File: src/rtl/mem_ctrl.sv
// Memory-stage controller that splits 32-bit loads/stores into byte-wide RAM
// accesses, assembling little-endian load words and stalling the pipeline meanwhile.
module mem_ctrl (
  input  logic        clk,
  input  logic        rst,
  input  logic        mem_ce,
  input  logic        mem_we,
  input  logic [3:0]  mem_sel,
  input  logic [31:0] mem_addr,
  input  logic [31:0] mem_wdata,
  output logic [31:0] mem_rdata,
  output logic        stallreq,
  output logic [31:0] ram_addr,
  output logic [7:0]  ram_wdata,
  output logic        ram_rd,
  output logic        ram_wr,
  input  logic [7:0]  ram_rdata
);

  typedef enum logic [2:0] {
    IDLE    = 3'd0,
    RD      = 3'd1,
    RD_TAIL = 3'd2,
    WR      = 3'd3,
    DONE    = 3'd4
  } state_t;

  state_t      state_r;
  state_t      state_s;
  logic [1:0]  cnt_r;
  logic [1:0]  cnt_s;
  logic [31:0] base_r;
  logic        we_r;
  logic [3:0]  sel_r;
  logic [31:0] wdata_r;
  logic [1:0]  lane_s;

  // State and byte counter register.
  always_ff @(posedge clk) begin
    if (rst) begin
      state_r <= IDLE;
      cnt_r   <= 2'd0;
    end else begin
      state_r <= state_s;
      cnt_r   <= cnt_s;
    end
  end

  // Next-state and byte counter sequencing.
  always_comb begin
    state_s = state_r;
    cnt_s   = cnt_r;
    case (state_r)
      IDLE: begin
        cnt_s = 2'd0;
        if (mem_ce) begin
          if (!mem_we) begin
            state_s = RD;
          end else if (mem_sel != 4'b0000) begin
            state_s = WR;
          end else begin
            state_s = DONE;
          end
        end else begin
          state_s = IDLE;
        end
      end
      RD: begin
        cnt_s = cnt_r + 2'd1;
        if (cnt_r == 2'd3) begin
          state_s = RD_TAIL;
        end else begin
          state_s = RD;
        end
      end
      RD_TAIL: begin
        state_s = DONE;
      end
      WR: begin
        cnt_s = cnt_r + 2'd1;
        if (cnt_r == 2'd3) begin
          state_s = DONE;
        end else begin
          state_s = WR;
        end
      end
      DONE: begin
        state_s = IDLE;
      end
      default: begin
        state_s = IDLE;
        cnt_s   = 2'd0;
      end
    endcase
  end

  // Request capture; the pipeline may change its inputs once we are busy.
  always_ff @(posedge clk) begin
    if (rst) begin
      base_r  <= 32'd0;
      we_r    <= 1'b0;
      sel_r   <= 4'd0;
      wdata_r <= 32'd0;
    end else if ((state_r == IDLE) && mem_ce) begin
      base_r  <= mem_addr & 32'hFFFF_FFFC;
      we_r    <= mem_we;
      sel_r   <= mem_sel;
      wdata_r <= mem_wdata;
    end else begin
      base_r  <= base_r;
      we_r    <= we_r;
      sel_r   <= sel_r;
      wdata_r <= wdata_r;
    end
  end

  // RAM data returns one cycle after its strobe, so it lands in the previous lane.
  assign lane_s = cnt_r - 2'd1;

  // Load word assembly; untouched outside reads so stores never disturb it.
  always_ff @(posedge clk) begin
    if (rst) begin
      mem_rdata <= 32'd0;
    end else begin
      case (state_r)
        RD: begin
          if (cnt_r != 2'd0) begin
            mem_rdata[{lane_s, 3'b000} +: 8] <= ram_rdata;
          end else begin
            mem_rdata <= mem_rdata;
          end
        end
        RD_TAIL: begin
          mem_rdata[31:24] <= ram_rdata;
        end
        default: begin
          mem_rdata <= mem_rdata;
        end
      endcase
    end
  end

  // RAM strobes and stall request, forced quiet while reset is held.
  always_comb begin
    stallreq  = 1'b0;
    ram_rd    = 1'b0;
    ram_wr    = 1'b0;
    ram_addr  = 32'd0;
    ram_wdata = 8'd0;
    if (rst) begin
      stallreq = 1'b0;
      ram_rd   = 1'b0;
      ram_wr   = 1'b0;
    end else begin
      case (state_r)
        IDLE: begin
          stallreq = mem_ce;
        end
        RD: begin
          stallreq = 1'b1;
          ram_rd   = ~we_r;
          ram_addr = base_r + {30'd0, cnt_r};
        end
        RD_TAIL: begin
          stallreq = 1'b1;
        end
        WR: begin
          stallreq  = 1'b1;
          ram_addr  = base_r + {30'd0, cnt_r};
          ram_wdata = wdata_r[{cnt_r, 3'b000} +: 8];
          ram_wr    = we_r & sel_r[cnt_r];
        end
        DONE: begin
          stallreq = 1'b0;
        end
        default: begin
          stallreq = 1'b0;
        end
      endcase
    end
  end

endmodule

File: config.mk
export PLATFORM = sky130hd
export DESIGN_NAME = mem_ctrl
export DESIGN_NICKNAME = d
export VERILOG_FILES = /design/src/rtl/mem_ctrl.sv
export SDC_FILE = /design/constraint.sdc
export NUM_CORES = 1
export LEC_CHECK = 0
export CAP_MARGIN = 10
export CORE_UTILIZATION = 45
export DETAILED_ROUTE_END_ITERATION = 8
export PLACE_DENSITY = 0.91
export SLEW_MARGIN = 0
export SYNTH_ARGS = -nofsm -noshare
export SYNTH_HDL_FRONTEND = slang
export SYNTH_SLANG_ARGS = --single-unit
File: constraint.sdc
create_clock -name clk -period 3.2 [get_ports clk]
set_clock_uncertainty 0.1 [all_clocks]
set_input_delay 0.64 -clock clk [delete_from_list [all_inputs] [get_ports clk]]
set_output_delay 0.64 -clock clk [all_outputs]
set_load 0.02 [all_outputs]
* Word-level counts from Yosys, hierarchy flattened
Cells that the tools add are included.
** Storage, ports and cells
- Flip-flop bits (word level) :: 104
- Input bits :: 80
- Output and inout bits :: 75
- Logic and storage cells :: 56
** Operators by class
- $add $sub $neg :: 4
- $lt $le $gt $ge :: 1
- Eq/ne operators :: 6
- Shift-type cells :: 3
- Mux-type cells :: 22
- Bitwise gates (word level) :: 2
- Reductions and logical operators :: 10
** Operators by type and width (number)
- $mux 32 :: 3
- $add 32x2->32 :: 1
- $bwmux 32 :: 1
- $shift 8x7->32 const A :: 1
- $shiftx 32x6->8 :: 1
- $shiftx 8x7->32 :: 1
- $mux 8 :: 2
- $pmux 8 s2 :: 1
- $mux 3 :: 4
- $pmux 3 s4 :: 1
- $neg 5->7 :: 1
- $eq 3x2->1 const B :: 2
- $mux 1 :: 6
- $pmux 2 s2 :: 1
- $reduce_and 2->1 :: 2
- $reduce_bool 2->1 :: 2
- $reduce_bool 4->1 :: 1
- $reduce_or 2->1 :: 2
- $eq 3x1->1 const B :: 1
- $eq 3x3->1 const B :: 1
- $logic_not 3->1 :: 1
- $lt 2x3->1 const B :: 1
- $reduce_or 3->1 :: 1
- $add 2x1->2 const B :: 1
- other kinds (9) :: 9

* Logic depth before layout (Yosys ltp)
Gate-level depths: netlist of run 1.
- Depth after elaboration :: 6
- Depth in mapped cells :: 8

* Worst setup path after synthesis of run 1
No wires, ideal clock.
- Path type :: input to output
- From :: input port rst
- To :: output port ram_rd
- Data arrival time :: 1.863 ns
- Required time :: 2.460 ns
- Slack :: 0.597 ns
- Stages :: 4
- Path buffers :: 2
- Cells stage by stage :: clkbuf_1 -> nor3_1 -> clkbuf_1 -> nor3b_1
** On the way
- Word-level cells in the longest chain between the ends :: 1
** Ends and longest elaborated chain
- start, declared :: line 5 : input logic rst,
- $mux 1 :: line 150 : if (rst) begin
- end, declared :: line 15 : output logic ram_rd,
No other way between the ends.

* Worst setup path after layout of run 1
- From :: register cnt_r[0]
- To :: output port ram_wdata[6]
** On the way
- Word-level cells in the longest chain between the ends :: 3
** Ends and longest elaborated chain
- start, declared :: line 30 : logic [1:0] cnt_r;
- start signal, assigned :: line 45 : cnt_r <= cnt_s;
- $shiftx 32x6->8 :: line 170 : ram_wdata = wdata_r[{cnt_r, 3'b000} +: 8];
- $mux 8 :: line 155 : case (state_r)
- $mux 8 :: line 150
- end, declared :: line 14 : output logic [7:0] ram_wdata,
No other way between the ends.

==> results of run 1 <==
synthesized netlist by cell type (all sizes together) (2+ instances only):
master / number / area (sq um)
a21o: 2 / 15.0
a21oi: 92 / 460
a32o: 8 / 80.1
and2: 31 / 194
and3: 9 / 56.3
buf: 18 / 103
clkbuf: 28 / 105
dfxtp: 104 / 2080
ha: 7 / 87.6
inv: 7 / 26.3
mux4: 9 / 203
nand2: 134 / 503
nand2b: 2 / 12.5
nand4: 24 / 150
nor2: 2 / 7.51
nor3: 3 / 15.0
nor3b: 4 / 40.0
nor4: 3 / 18.8
nor4b: 2 / 47.6
o21ai: 24 / 120
or4b: 2 / 20.0
metal layers:
metal / wire length (microns) / GRT usage [%] / vias up
met5: 0 / 0 / -
met4: 295 / 10.0 / 0
met3: 889 / 4.49 / 27
met2: 6030 / 41.4 / 199
met1: 4880 / 28.6 / 2015
li1: - / - / 2075
placed cells by master (no fill, tap or decap), drive strengths merged:
cell,netlist,routed
nand4,24,24
nor4bb,1,1
clkinv,0,4
clkbuf,28,10
dfxtp,104,104
nor2b,1,1
nand3b,1,1
mux4,9,9
nor4b,2,2
and4,1,1
nand2b,2,2
ha,7,7
nor3b,4,4
buf,18,13
o31ai,1,1
and2,31,31
nand2,134,134
clkdlybuf4s50,0,151
nor4,3,3
xnor2,1,1
nor3,3,3
or4b,2,2
nor2,2,2
o32ai,1,1
a32o,8,8
a31oi,1,1
o31a,1,1
nand3,1,1
a21boi,1,1
a32oi,1,1
a21oi,92,92
and3,9,9
o21ai,24,24
inv,7,9
a21o,2,2
xor2,1,1
path summary, 6_finish.rpt:
check	endpoint	slack [ns]	cells after the start
worst min register to register	base_r[26]	0.35	2
worst max register to register	mem_rdata[10]	0.44	5
worst min-delay path	base_r[26]	0.35	2
worst max-delay path	ram_wdata[6]	0.18	4
logic make-up after synthesis:
| kind of cell | share of synthesized area (%) |
|---|---|
| adder cells (fa/ha/maj) | 1.97 |
| flip-flops | 46.7 |
| buffers and inverters | 5.25 |
| AO/OA/AOI/OAI | 16.3 |
| multiplexers | 4.55 |
| AND/OR/NAND/NOR | 24.7 |
| XOR/XNOR | 0.393 |
registers in the layout, indices dropped and copies added, names as in the netlist:
register	count
cnt_r	2
wdata_r	32
sel_r	4
state_r	3
we_r	1
mem_rdata	32
base_r	30
per-stage QoR:
step	instance area, sq um	std cells	util (%)
after floorplan	4450	528	-
after global placement	6060	775	64.4
after detailed placement	6060	775	64.4
after CTS	6250	791	66.4
after global routing	6250	791	66.4
final	6250	791	66.4
critical path: stages, from the launching register on:
cell             delay (ns)
dfxtp_1                0.33
buf_4                  0.29
mux4_2                 0.55
and3_1                 0.20
clkdlybuf4s50_1        0.55
cell type report:
| class | count | area (sq um) | area share (%) |
|---|---|---|---|
| multi-input cells | 371 | 2140 | 34.3 |
| flip-flops and latches | 104 | 2080 | 33.3 |
| repair buffers | 164 | 1650 | 26.4 |
| well taps | 129 | 161 | 2.58 |
| clock buffers | 10 | 138 | 2.20 |
| clock inverters | 6 | 51.3 | 0.821 |
| inverters | 7 | 26.3 | 0.421 |
report_power, final:
group | internal, uW | switching [uW] | leakage, uW
Sequential | 1370 | 39.9 | 0.000849
Combinational | 216 | 237 | 0.00130
Clock | 315 | 454 | 0.0000987
==> results.ini, run 1 <==
[timing]
worstMarginPinSlew_ns=0.801
setup_viol=0
rsz0062_at_grt=false
hold_ws_ns=0.354
layout_setup_ws_ns=0.175
hold_viol_final=0
period_share_pct=94.5
final.setup.tns_ns=0
fmax_mhz=331
slew_viol_final=0
min_period_ns=3.02
slew_headroom_pct=46.6

[synth]
synth-seq-area-share_pct=46.7
synth_ff_type=dfxtp_1
yosysWarnings=0
ys_ff_latch=104
syn_inst=528
synth_nets=615
avgSynthCellArea_sq_um=8.44
async_flop_share_pct=0
synth_edf_count=0
syn_area_sq_mm=0.00445
synth_cell_type_count=39

[die]
io_pins=155
rows=35
start_util_pct=47.3
die_y_microns=101
die_area_sq_mm=0.0103
die_w_microns=101
core_sq_mm=0.00942

[detailed_routing]
dr.pass1.iters=4
avgViaCountPerCell=5.46
drt_iter0_drc=239
routed_wl_microns=12100
wl_per_cell_microns=15.3
dr_total_vias=4316
ant_nets=0
drc=0

[placed_design]
io_buffers=152
gp_congestion=0.796
dp_slack_ns=0.415
hpwl_microns=8650

[layout]
area_growth_pct=40.3
nets=744
n_antenna_cell=0
layout-drive-gt1-share_pct=6.80
n_fill_cell=773

[pwr]
ir_drop_mv=0.235
power_density_mw_per_mm2=421
power_uw=2630
power.leakage_uw=0.00225

[worst_setup_path]
crit_required_ns=2.46
critPathLaunchType=flip-flop
cp.arrival_ns=2.28
setup.worst_path.end_class=output port
startpoint=cnt_r[0]
crit_type=reg2out
cp_max_fo=20
r2r_start=cnt_r[1]

[clock_tree]
ctsHoldBuffers=0
post-cts-setup-buffer-count=0
insertion_delay_ns=0.35
numClockSinks=104
clock_path_buffers=2
clk_pin_slew_worst_paths_ns=0.09
tritoncts=done
clockRootBuffer=clkbuf_8
cts_resized=0
htree_levels=3
cts_buffers=9

[grt]
grt_max_degree=69
grt_pass1_vias=4106
grt_usage_pct=23.7
grt_overflow=0
grt_antenna_before_repair=0
grt_pass1_wl_microns=19100

[status]
outcome=finished clean

[min_path]
min_path_type=reg2reg
worstHoldStart=base_r[26]

[job]
drv_cap=0

(Power assumes the default switching activity.)
==> inputs of run 2 (changes only) <==
--- a/config.mk
+++ b/config.mk
@@ -9,7 +9,6 @@
 export CORE_UTILIZATION = 45
 export DETAILED_ROUTE_END_ITERATION = 8
 export PLACE_DENSITY = 0.91
-export SLEW_MARGIN = 0
 export SYNTH_ARGS = -nofsm -noshare
 export SYNTH_HDL_FRONTEND = slang
 export SYNTH_SLANG_ARGS = --single-unit
==> results of run 2 <==
Final layout, timing and power as in run 1 (identical DEF).
